## src/rtl/riscv_pkg.sv

```systemverilog
`default_nettype none
// ============================================================================
// Module      : riscv_pkg
// Description : Shared core definitions: load/store size codes, LSU FSM states
//               and the byte-enable helper used by the load/store unit.
// Revision    : 1.0 - initial release
// ============================================================================
package riscv_pkg;

    localparam logic [2:0] LDST_B  = 3'd0;
    localparam logic [2:0] LDST_H  = 3'd1;
    localparam logic [2:0] LDST_W  = 3'd2;
    localparam logic [2:0] LDST_BU = 3'd4;
    localparam logic [2:0] LDST_HU = 3'd5;

    typedef enum logic [1:0] {
        LSU_IDLE = 2'd0,
        LSU_REQ  = 2'd1,
        LSU_RESP = 2'd2,
        LSU_DONE = 2'd3
    } lsu_state_e;

    // Byte lanes touched by an access; signedness does not change the lanes.
    function automatic logic [3:0] lsu_byte_en(input logic [2:0] size, input logic [1:0] offset);
        logic [3:0] be;
        case (size)
            LDST_B, LDST_BU: be = 4'b0001 << offset;
            LDST_H, LDST_HU: be = 4'b0011 << offset;
            default:         be = 4'b1111;
        endcase
        return be;
    endfunction

endpackage
`default_nettype wire

```

## src/rtl/lsu_load_ext.sv

```systemverilog
`default_nettype none
// ============================================================================
// Module      : lsu_load_ext
// Description : Selects the byte/halfword lane of a read word and sign- or
//               zero-extends it to 32 bits.
// Revision    : 1.0 - initial release
// ============================================================================
module lsu_load_ext
    import riscv_pkg::*;
(
    input  logic [31:0] i_rdata,
    input  logic [2:0]  i_size,
    input  logic [1:0]  i_offset,
    output logic [31:0] o_data
);

    logic [7:0]  w_byte;
    logic [15:0] w_half;

    always_comb begin
        w_byte = i_rdata[7:0];
        case (i_offset)
            2'd0:    w_byte = i_rdata[7:0];
            2'd1:    w_byte = i_rdata[15:8];
            2'd2:    w_byte = i_rdata[23:16];
            default: w_byte = i_rdata[31:24];
        endcase
        w_half = i_offset[1] ? i_rdata[31:16] : i_rdata[15:0];

        o_data = i_rdata;
        case (i_size)
            LDST_B:  o_data = {{24{w_byte[7]}}, w_byte};
            LDST_BU: o_data = {24'd0, w_byte};
            LDST_H:  o_data = {{16{w_half[15]}}, w_half};
            LDST_HU: o_data = {16'd0, w_half};
            default: o_data = i_rdata;
        endcase
    end

endmodule
`default_nettype wire

```

## src/rtl/lsu_riscv.sv

```systemverilog
`default_nettype none
// ============================================================================
// Module      : lsu_riscv
// Description : Load/store unit bridging the core's memory request to a
//               req/gnt/rvalid data bus, with alignment checks and load extension.
// Revision    : 1.0 - initial release
// ============================================================================
module lsu_riscv
    import riscv_pkg::*;
(
    input  logic        clk_i,
    input  logic        rst_i,
    input  logic        lsu_req_i,
    input  logic        lsu_we_i,
    input  logic [2:0]  lsu_size_i,
    input  logic [31:0] lsu_addr_i,
    input  logic [31:0] lsu_data_i,
    output logic [31:0] lsu_data_o,
    output logic        lsu_stall_req_o,
    output logic        lsu_err_o,
    output logic        data_req_o,
    output logic        data_we_o,
    output logic [3:0]  data_be_o,
    output logic [31:0] data_addr_o,
    output logic [31:0] data_wdata_o,
    input  logic        data_gnt_i,
    input  logic        data_rvalid_i,
    input  logic [31:0] data_rdata_i
);

    lsu_state_e  r_state;
    lsu_state_e  w_state_next;

    logic [31:0] r_addr;
    logic        r_we;
    logic [2:0]  r_size;
    logic [3:0]  r_be;
    logic [31:0] r_wdata;
    logic [31:0] r_load_data;

    logic        w_err;
    logic        w_accept;
    logic [31:0] w_wdata;
    logic [31:0] w_load_ext;

    always_comb begin
        w_err = 1'b0;
        case (lsu_size_i)
            LDST_B:  w_err = 1'b0;
            LDST_H:  w_err = lsu_addr_i[0];
            LDST_W:  w_err = |lsu_addr_i[1:0];
            LDST_BU: w_err = lsu_we_i;
            LDST_HU: w_err = lsu_we_i | lsu_addr_i[0];
            default: w_err = 1'b1;
        endcase
    end

    always_comb begin
        w_wdata = lsu_data_i;
        case (lsu_size_i)
            LDST_B, LDST_BU: w_wdata = {4{lsu_data_i[7:0]}};
            LDST_H, LDST_HU: w_wdata = {2{lsu_data_i[15:0]}};
            default:         w_wdata = lsu_data_i;
        endcase
    end

    assign w_accept = (r_state == LSU_IDLE) && lsu_req_i && !w_err;

    always_ff @(posedge clk_i) begin
        if (rst_i) begin
            r_state <= LSU_IDLE;
        end else begin
            r_state <= w_state_next;
        end
    end

    always_comb begin
        w_state_next = r_state;
        case (r_state)
            LSU_IDLE: if (w_accept)      w_state_next = LSU_REQ;
            LSU_REQ:  if (data_gnt_i)    w_state_next = r_we ? LSU_DONE : LSU_RESP;
            LSU_RESP: if (data_rvalid_i) w_state_next = LSU_DONE;
            default:                     w_state_next = LSU_IDLE;
        endcase
    end

    always_comb begin
        data_req_o      = (r_state == LSU_REQ);
        lsu_stall_req_o = lsu_req_i && !w_err && (r_state != LSU_DONE);
        lsu_err_o       = w_err;
    end

    always_ff @(posedge clk_i) begin
        if (rst_i) begin
            r_addr  <= '0;
            r_we    <= 1'b0;
            r_size  <= LDST_B;
            r_be    <= '0;
            r_wdata <= '0;
        end else if (w_accept) begin
            r_addr  <= lsu_addr_i;
            r_we    <= lsu_we_i;
            r_size  <= lsu_size_i;
            r_be    <= lsu_byte_en(lsu_size_i, lsu_addr_i[1:0]);
            r_wdata <= w_wdata;
        end
    end

    lsu_load_ext u_load_ext (
        .i_rdata  (data_rdata_i),
        .i_size   (r_size),
        .i_offset (r_addr[1:0]),
        .o_data   (w_load_ext)
    );

    // Only a response arriving in RESP belongs to the current load.
    always_ff @(posedge clk_i) begin
        if (rst_i) begin
            r_load_data <= '0;
        end else if ((r_state == LSU_RESP) && data_rvalid_i) begin
            r_load_data <= w_load_ext;
        end
    end

    assign lsu_data_o   = r_load_data;
    assign data_we_o    = r_we;
    assign data_be_o    = r_be;
    assign data_addr_o  = {r_addr[31:2], 2'b00};
    assign data_wdata_o = r_wdata;

endmodule
`default_nettype wire

```

## config.mk

```make
export PLATFORM = sky130hd
export DESIGN_NAME = lsu_riscv
export DESIGN_NICKNAME = d
export VERILOG_FILES = /design/src/rtl/riscv_pkg.sv /design/src/rtl/lsu_load_ext.sv /design/src/rtl/lsu_riscv.sv
export SDC_FILE = /design/constraint.sdc
export NUM_CORES = 1
export LEC_CHECK = 0
export BUFFER_PORTS_ARGS = -buffer_cell sky130_fd_sc_hd__buf_2
export CAP_MARGIN = 20
export CORE_ASPECT_RATIO = 1.75
export CORE_MARGIN = 2
export CORE_UTILIZATION = 48
export CTS_CLUSTER_SIZE = 20
export DETAILED_ROUTE_END_ITERATION = 8
export PLACE_DENSITY = 0.77
export SYNTH_ARGS = -nofsm -noshare
export SYNTH_HDL_FRONTEND = slang
export SYNTH_SLANG_ARGS = --single-unit
```

## constraint.sdc

```tcl
create_clock -name clk_i -period 2 [get_ports clk_i]
set_input_delay 0.2 -clock clk_i [delete_from_list [all_inputs] [get_ports clk_i]]
set_output_delay 0.2 -clock clk_i [all_outputs]
set_load 0.02 [all_outputs]
```

==> results of run 1 <==
[placed cells by master (no fill, tap or decap), types with 2 or more instances in the layout]
| cell | n |
|---|---|
| nand3b_1 | 8 |
| o211ai_1 | 8 |
| nor3_1 | 4 |
| a211oi_1 | 19 |
| nor2_1 | 31 |
| mux2_2 | 7 |
| dfxtp_1 | 106 |
| inv_1 | 5 |
| mux2i_1 | 30 |
| a2bb2oi_1 | 6 |
| diode_2 | 3 |
| buf_2 | 206 |
| nand2b_1 | 3 |
| buf_4 | 17 |
| buf_12 | 3 |
| clkbuf_8 | 2 |
| conb_1 | 2 |
| inv_6 | 2 |
| a311oi_2 | 9 |
| nand2_1 | 138 |
| a21oi_1 | 78 |
| clkbuf_16 | 9 |
| o21ai_0 | 39 |
| a21o_1 | 2 |
| and2_1 | 7 |
| ha_1 | 4 |
[sequential cells by signal (all words and copies together), names as in the netlist]
signal / flops
data_we_o: 1
data_wdata_o: 32
data_be_o: 4
lsu_data_o: 32
r_state: 2
r_size: 3
r_addr: 32
[layer usage]
| metal | global-route usage [%] | vias to the layer above |
|---|---|---|
| li1 | - | 2337 |
| met5 | 0 | - |
| met3 | 3.66 | 37 |
| met2 | 43.4 | 208 |
| met1 | 28.4 | 2243 |
| met4 | 15.2 | 0 |
[power breakdown]
part / internal [W] / switching (W) / total [W]
sequential: 0.00235 / 0.000140 / 0.00249
combinational: 0.000632 / 0.00103 / 0.00166
clock: 0.000934 / 0.000825 / 0.00176
[worst max-delay path: cells and delay by family, from the launching register on]
| family | cells | cell delay (ns) |
|---|---|---|
| AOI/OAI and AO/OA | 2 | 0.63 |
| DFF | 1 | 0.35 |
| buffers and inverters | 2 | 0.33 |
| adders and majority gates | 1 | 0.29 |
| and+or+nand+nor | 1 | 0.05 |
[worst min-delay path by stage]
stage	slack (ns)	startpoint	endpoint
4_1_cts	0.07	lsu_addr_i[23]	r_addr[23]
3_5_place_dp	0.45	lsu_addr_i[29]	r_addr[29]
3_3_place_gp	0.44	r_addr[3]	r_addr[3]
6_report	0.09	lsu_addr_i[23]	r_addr[23]
5_1_grt	0.08	lsu_addr_i[15]	r_addr[15]
2_1_floorplan	0.34	lsu_addr_i[10]	r_addr[10]
[metrics by stage]
step           total power (W)  worst slack [ns]
2_1_floorplan          0.00367             0.378
3_3_place_gp           0.00415             0.269
3_5_place_dp           0.00421             0.212
4_1_cts                0.00597             0.277
5_1_grt                0.00620             0.123
6_report               0.00592             0.237
[layout make-up]
cell class | count | area, µm² | area share (%)
Antenna cell | 3 | 7.51 | 0.121
Clock buffer | 11 | 253 | 4.08
Clock inverter | 5 | 45.0 | 0.727
Inverter | 6 | 22.5 | 0.364
Multi-Input combinational cell | 407 | 2360 | 38.2
Sequential cell | 106 | 2120 | 34.3
Tap cell | 127 | 159 | 2.57
Timing Repair Buffer | 226 | 1220 | 19.7
[kinds of logic after synthesis]
| kind of cell | after synthesis |
|---|---|
| buf+inv | 83 |
| simple gates | 195 |
| other cells | 1 |
| flops | 106 |
| fa+ha+maj | 4 |
| mux | 38 |
| compound gates | 168 |
==> flow_summary.ini, run 1 <==
[yosys]
yosys.area_share.xor_xnor_pct = 0
syn_inst = 595
ys_ff_latch = 106
seq_area_frac_synth_pct = 42.9
synth_edf_count = 0
synth.area.top_cells = dfxtp_1 43%, nand2_1 10%, a21oi_1 7.9%
ys_warn_count = 0
synthAdderAreaFrac_pct = 1.01
yosys.area.top_type_share_pct = 42.9
ys_top_cells_by_count = 138 x nand2_1, 106 x dfxtp_1, 78 x a21oi_1, 39 x o21ai_0, 35 x buf_4
synth_top_area_cell = dfxtp_1
synth_most_common_cell = nand2_1
synth_cell_types = 36
synth_top_family_by_area = compound AO/OA/AOI/OAI gates
synth.area.mux_share_pct = 7.97
yosys.area_share.simple_pct = 16.6
ys.flop_type = dfxtp_1
synth.avg_cell_area_um2 = 8.31
synth_compound_area_share_pct = 21.8
netlist_area_mm2 = 0.00494
ys_async_sr_fraction_pct = 0

[setup_path]
crit_type = reg -> reg
crit_chain = inv_1 -> ha_1 -> o211a_4 -> buf_4 -> nor2_1 -> a211oi_1
cp-endpoint = data_wdata_o[19]
required_ns = 2.25
r2r-start = r_state[1]
critPathArrivalTime_ns = 2.01
cp-startpoint = r_state[1]
reg2reg_to = data_wdata_o[19]
cpMaxStageDelayCell = o211a_4
cp-start-kind = flip-flop
rrSetupSlack_ns = 0.24
rr_worst_depth = 6
cp-end-kind = flip-flop
crit_path_max_fanout = 18
max_stage_delay_ns = 0.38

[final_layout]
stdcell_area_mm2 = 0.00619
syn_to_final_growth_pct = 25.3
fillerInstances = 918
final_nets = 865
drive_above_1_share_pct = 34.8
final_core_utilization_pct = 60.8
final_cells = 891

[route]
vias = 4825
drc = 0
drt_first_pass_iters = 6
wl_met3_um = 808
route.met2.wl_um = 7300
finalWirelength_um = 14100
postRouteAntennaNets = 0
met1Wirelength_um = 5310
topRoutingLayerUsed = met4
vias_per_cell = 5.42
initialDrtViolationCount = 152
wl_per_cell_um = 15.9

[die]
dieArea_mm2 = 0.0112
die_w_um = 80.7
num_rows = 49
die_h_um = 138
core_mm2 = 0.0102
ios = 209
start_util_pct = 48.6

[placed_design]
dp_hpwl_um = 10600
place.gp.congestion = 0.815
placed_cells = 872
portBuffers = 206
postPlaceCellArea_mm2 = 0.00589

[clock_tree]
hold_buffers = 0
cts_resized = 0
post_cts_buffers = 0
clockBufferDepth = 2
htree_levels = 3
cts-root-buf = clkbuf_16
cts_tree = done
clk_latency_ns = 0.34
clock-sinks = 106
cts_buffers = 9
path_clk_slew_ns = 0.08

[grt]
grt_pass1_wl_um = 22200
grtUsageTotal_pct = 25.1
grt_antenna_before_repair = 3
grt_overflow_total = 0
grt_start_max_net_pins = 48
grt_pass1_vias = 4612

[power_and_ir_drop]
power_density_mw_per_mm2 = 956
p_leak_nw = 2.80
ir_drop_v = 0.000679

[timing]
finalSetupTns_ns = 0
setup_viol = 0
grt_setup_unrepaired = no
hold_violations = 0
fmax_mhz = 567
holdWs_ns = 0.0871
drv_slew = 0
worst-slew-pin-transition_ns = 0.709
skew_ns = 0.00905
relSlewSlack_pct = 52.6
period_minus_slack_ns = 1.76
finalCritPeriodShare_pct = 88.1

[hold_path]
whs_path_depth = 3
hold_path_class = in -> reg

[job]
cap_violations = 0

[status]
outcome = completed
Note: power is estimated with default switching activity, not from simulation.
==> run 2: changes to the inputs <==
--- a/config.mk
+++ b/config.mk
@@ -7,12 +7,14 @@
 export LEC_CHECK = 0
 export BUFFER_PORTS_ARGS = -buffer_cell sky130_fd_sc_hd__buf_2
 export CAP_MARGIN = 20
+export CELL_PAD_IN_SITES_DETAIL_PLACEMENT = 2
+export CELL_PAD_IN_SITES_GLOBAL_PLACEMENT = 2
 export CORE_ASPECT_RATIO = 1.75
 export CORE_MARGIN = 2
-export CORE_UTILIZATION = 48
+export CORE_UTILIZATION = 26
 export CTS_CLUSTER_SIZE = 20
 export DETAILED_ROUTE_END_ITERATION = 8
-export PLACE_DENSITY = 0.77
+export PLACE_DENSITY = 0.76
 export SYNTH_ARGS = -nofsm -noshare
 export SYNTH_HDL_FRONTEND = slang
 export SYNTH_SLANG_ARGS = --single-unit
==> flow_summary.ini, run 2 (synthesis gave the netlist of run 1 again) <==
[setup_path]
crit_type = reg -> reg
rr_worst_depth = 6
critPathArrivalTime_ns = 1.97
cp-start-kind = flip-flop
required_ns = 2.26
crit_path_max_fanout = 40
rrSetupSlack_ns = 0.30
cp-end-kind = flip-flop
reg2reg_to = data_wdata_o[14]
r2r-start = r_state[0]

[power_and_ir_drop]
p_switching_w = 0.00206
seqPwrFrac_pct = 41.3
pwr-share-clk_pct = 30.0
netSwitchingFraction_pct = 34.1
ir_drop_v = 0.000372
pwr-share-comb_pct = 28.7
p_leak_nw = 2.80
power_density_mw_per_mm2 = 958
intPower_w = 0.00399

[route]
finalWirelength_um = 19700
wl_per_cell_um = 19.7
postRouteAntennaNets = 0
vias_per_cell = 4.88
drc = 0
vias = 4858
initialDrtViolationCount = 147
drt_first_pass_iters = 4

[clock_tree]
cts_buffers = 9
cts-root-buf = clkbuf_16
cts_tree = done
path_clk_slew_ns = 0.08
cts_resized = 0
clk_latency_ns = 0.36
clock-sinks = 106
clockBufferDepth = 2
htree_levels = 3
post_cts_buffers = 0
hold_buffers = 0

[final_layout]
mostFrequentLayoutCells = 205 x buf_2, 138 x nand2_1, 106 x dfxtp_1
drive_above_1_share_pct = 34.3
final_core_utilization_pct = 34.0
final_nets = 861
layout_commonest_cell = buf_2
syn_to_final_growth_pct = 27.9
stdcell_area_mm2 = 0.00632

[timing]
relSlewSlack_pct = 50.7
worst-slew-pin-transition_ns = 0.739
hold_violations = 0
fmax_mhz = 587
setup_viol = 0
grt_setup_unrepaired = no
period_minus_slack_ns = 1.70
finalSetupTns_ns = 0
finalCritPeriodShare_pct = 85.2
skew_ns = 0.0119
drv_slew = 0

[die]
dieArea_mm2 = 0.0202
ios = 209
die_w_um = 108
core_mm2 = 0.0186
die_h_um = 186
start_util_pct = 26.6
num_rows = 66

[hold_path]
hold_end = r_addr[30]
whs_path_depth = 3
worstHoldStart = lsu_addr_i[30]
hold_path_class = in -> reg

[status]
outcome = completed

[grt]
grt_pass1_wl_um = 29800
grt_start_max_net_pins = 84
grt_pass1_vias = 5455
grtUsageTotal_pct = 19.4
grt_overflow_total = 0
grt_antenna_before_repair = 4

[placed_design]
place.gp.congestion = 0.849
portBuffers = 206
postPlaceCellArea_mm2 = 0.00602
dp_hpwl_um = 15500

[job]
cap_violations = 0
==> run 2: worst max-delay path, stage by stage (launching register included) <==
cell and delay, ns:
dfxtp_1 0.34, inv_1 0.11, ha_1 0.32, o211a_4 0.29
buf_12 0.22, nor2_1 0.09, a311oi_2 0.24
==> run 2: worst max-delay path by stage <==
| stage | from | to | slack [ns] | cells past startpoint |
|---|---|---|---|---|
| floorplan | r_addr[1] | lsu_data_o[20] | 0.38 | 6 |
| global placement | lsu_addr_i[0] | r_state[0] | 0.30 | 5 |
| detailed placement | lsu_addr_i[0] | data_wdata_o[14] | 0.24 | 6 |
| CTS | r_state[0] | data_wdata_o[14] | 0.27 | 6 |
| global route | r_addr[0] | lsu_data_o[4] | 0.13 | 3 |
| finish | r_state[0] | data_wdata_o[14] | 0.30 | 6 |
==> run 2: through the flow <==
| step | setup WS, ns | std cells | hold WS [ns] | total power, W |
|---|---|---|---|---|
| final | 0.297 | 996 | 0.0761 | 0.00606 |
| after global routing | 0.133 | 996 | 0.0824 | 0.00640 |
| after CTS | 0.270 | 995 | 0.0643 | 0.00617 |
| after detailed placement | 0.239 | 979 | 0.451 | 0.00433 |
| after global placement | 0.300 | 979 | 0.439 | 0.00422 |
| after floorplan | 0.378 | 596 | 0.336 | 0.00367 |
==> run 2: metal layers <==
layer  vias to the layer above  global-route usage [%]  wire (µm)  part of all wire [%]
met5                         -                       0         38                  0.19
met4                         6                    9.42        800                   4.1
met3                        36                    4.51       1120                   5.7
met2                       156                    38.3      11100                    57
met1                      2349                    17.7       6570                    33
li1                       2311                       -          -                     -
==> run 2: power groups by stage <==
stage               logic [W]  clock network, W  registers [W]
detailed placement    0.00177                 0        0.00256
global route          0.00190           0.00196        0.00253
floorplan            0.000945                 0        0.00272
finish                0.00174           0.00182        0.00250
CTS                   0.00178           0.00188        0.00251
global placement      0.00169                 0        0.00254
==> run 2: area by class of cell <==
class | count | area, µm²
diodes | 1 | 2.50
flip-flops and latches | 106 | 2120
clock buffers | 11 | 243
well taps | 238 | 298
inverters | 6 | 22.5
repair buffers | 222 | 1220
clock inverters | 5 | 53.8
multi-input cells | 407 | 2360
fillers | 2208 | 12300
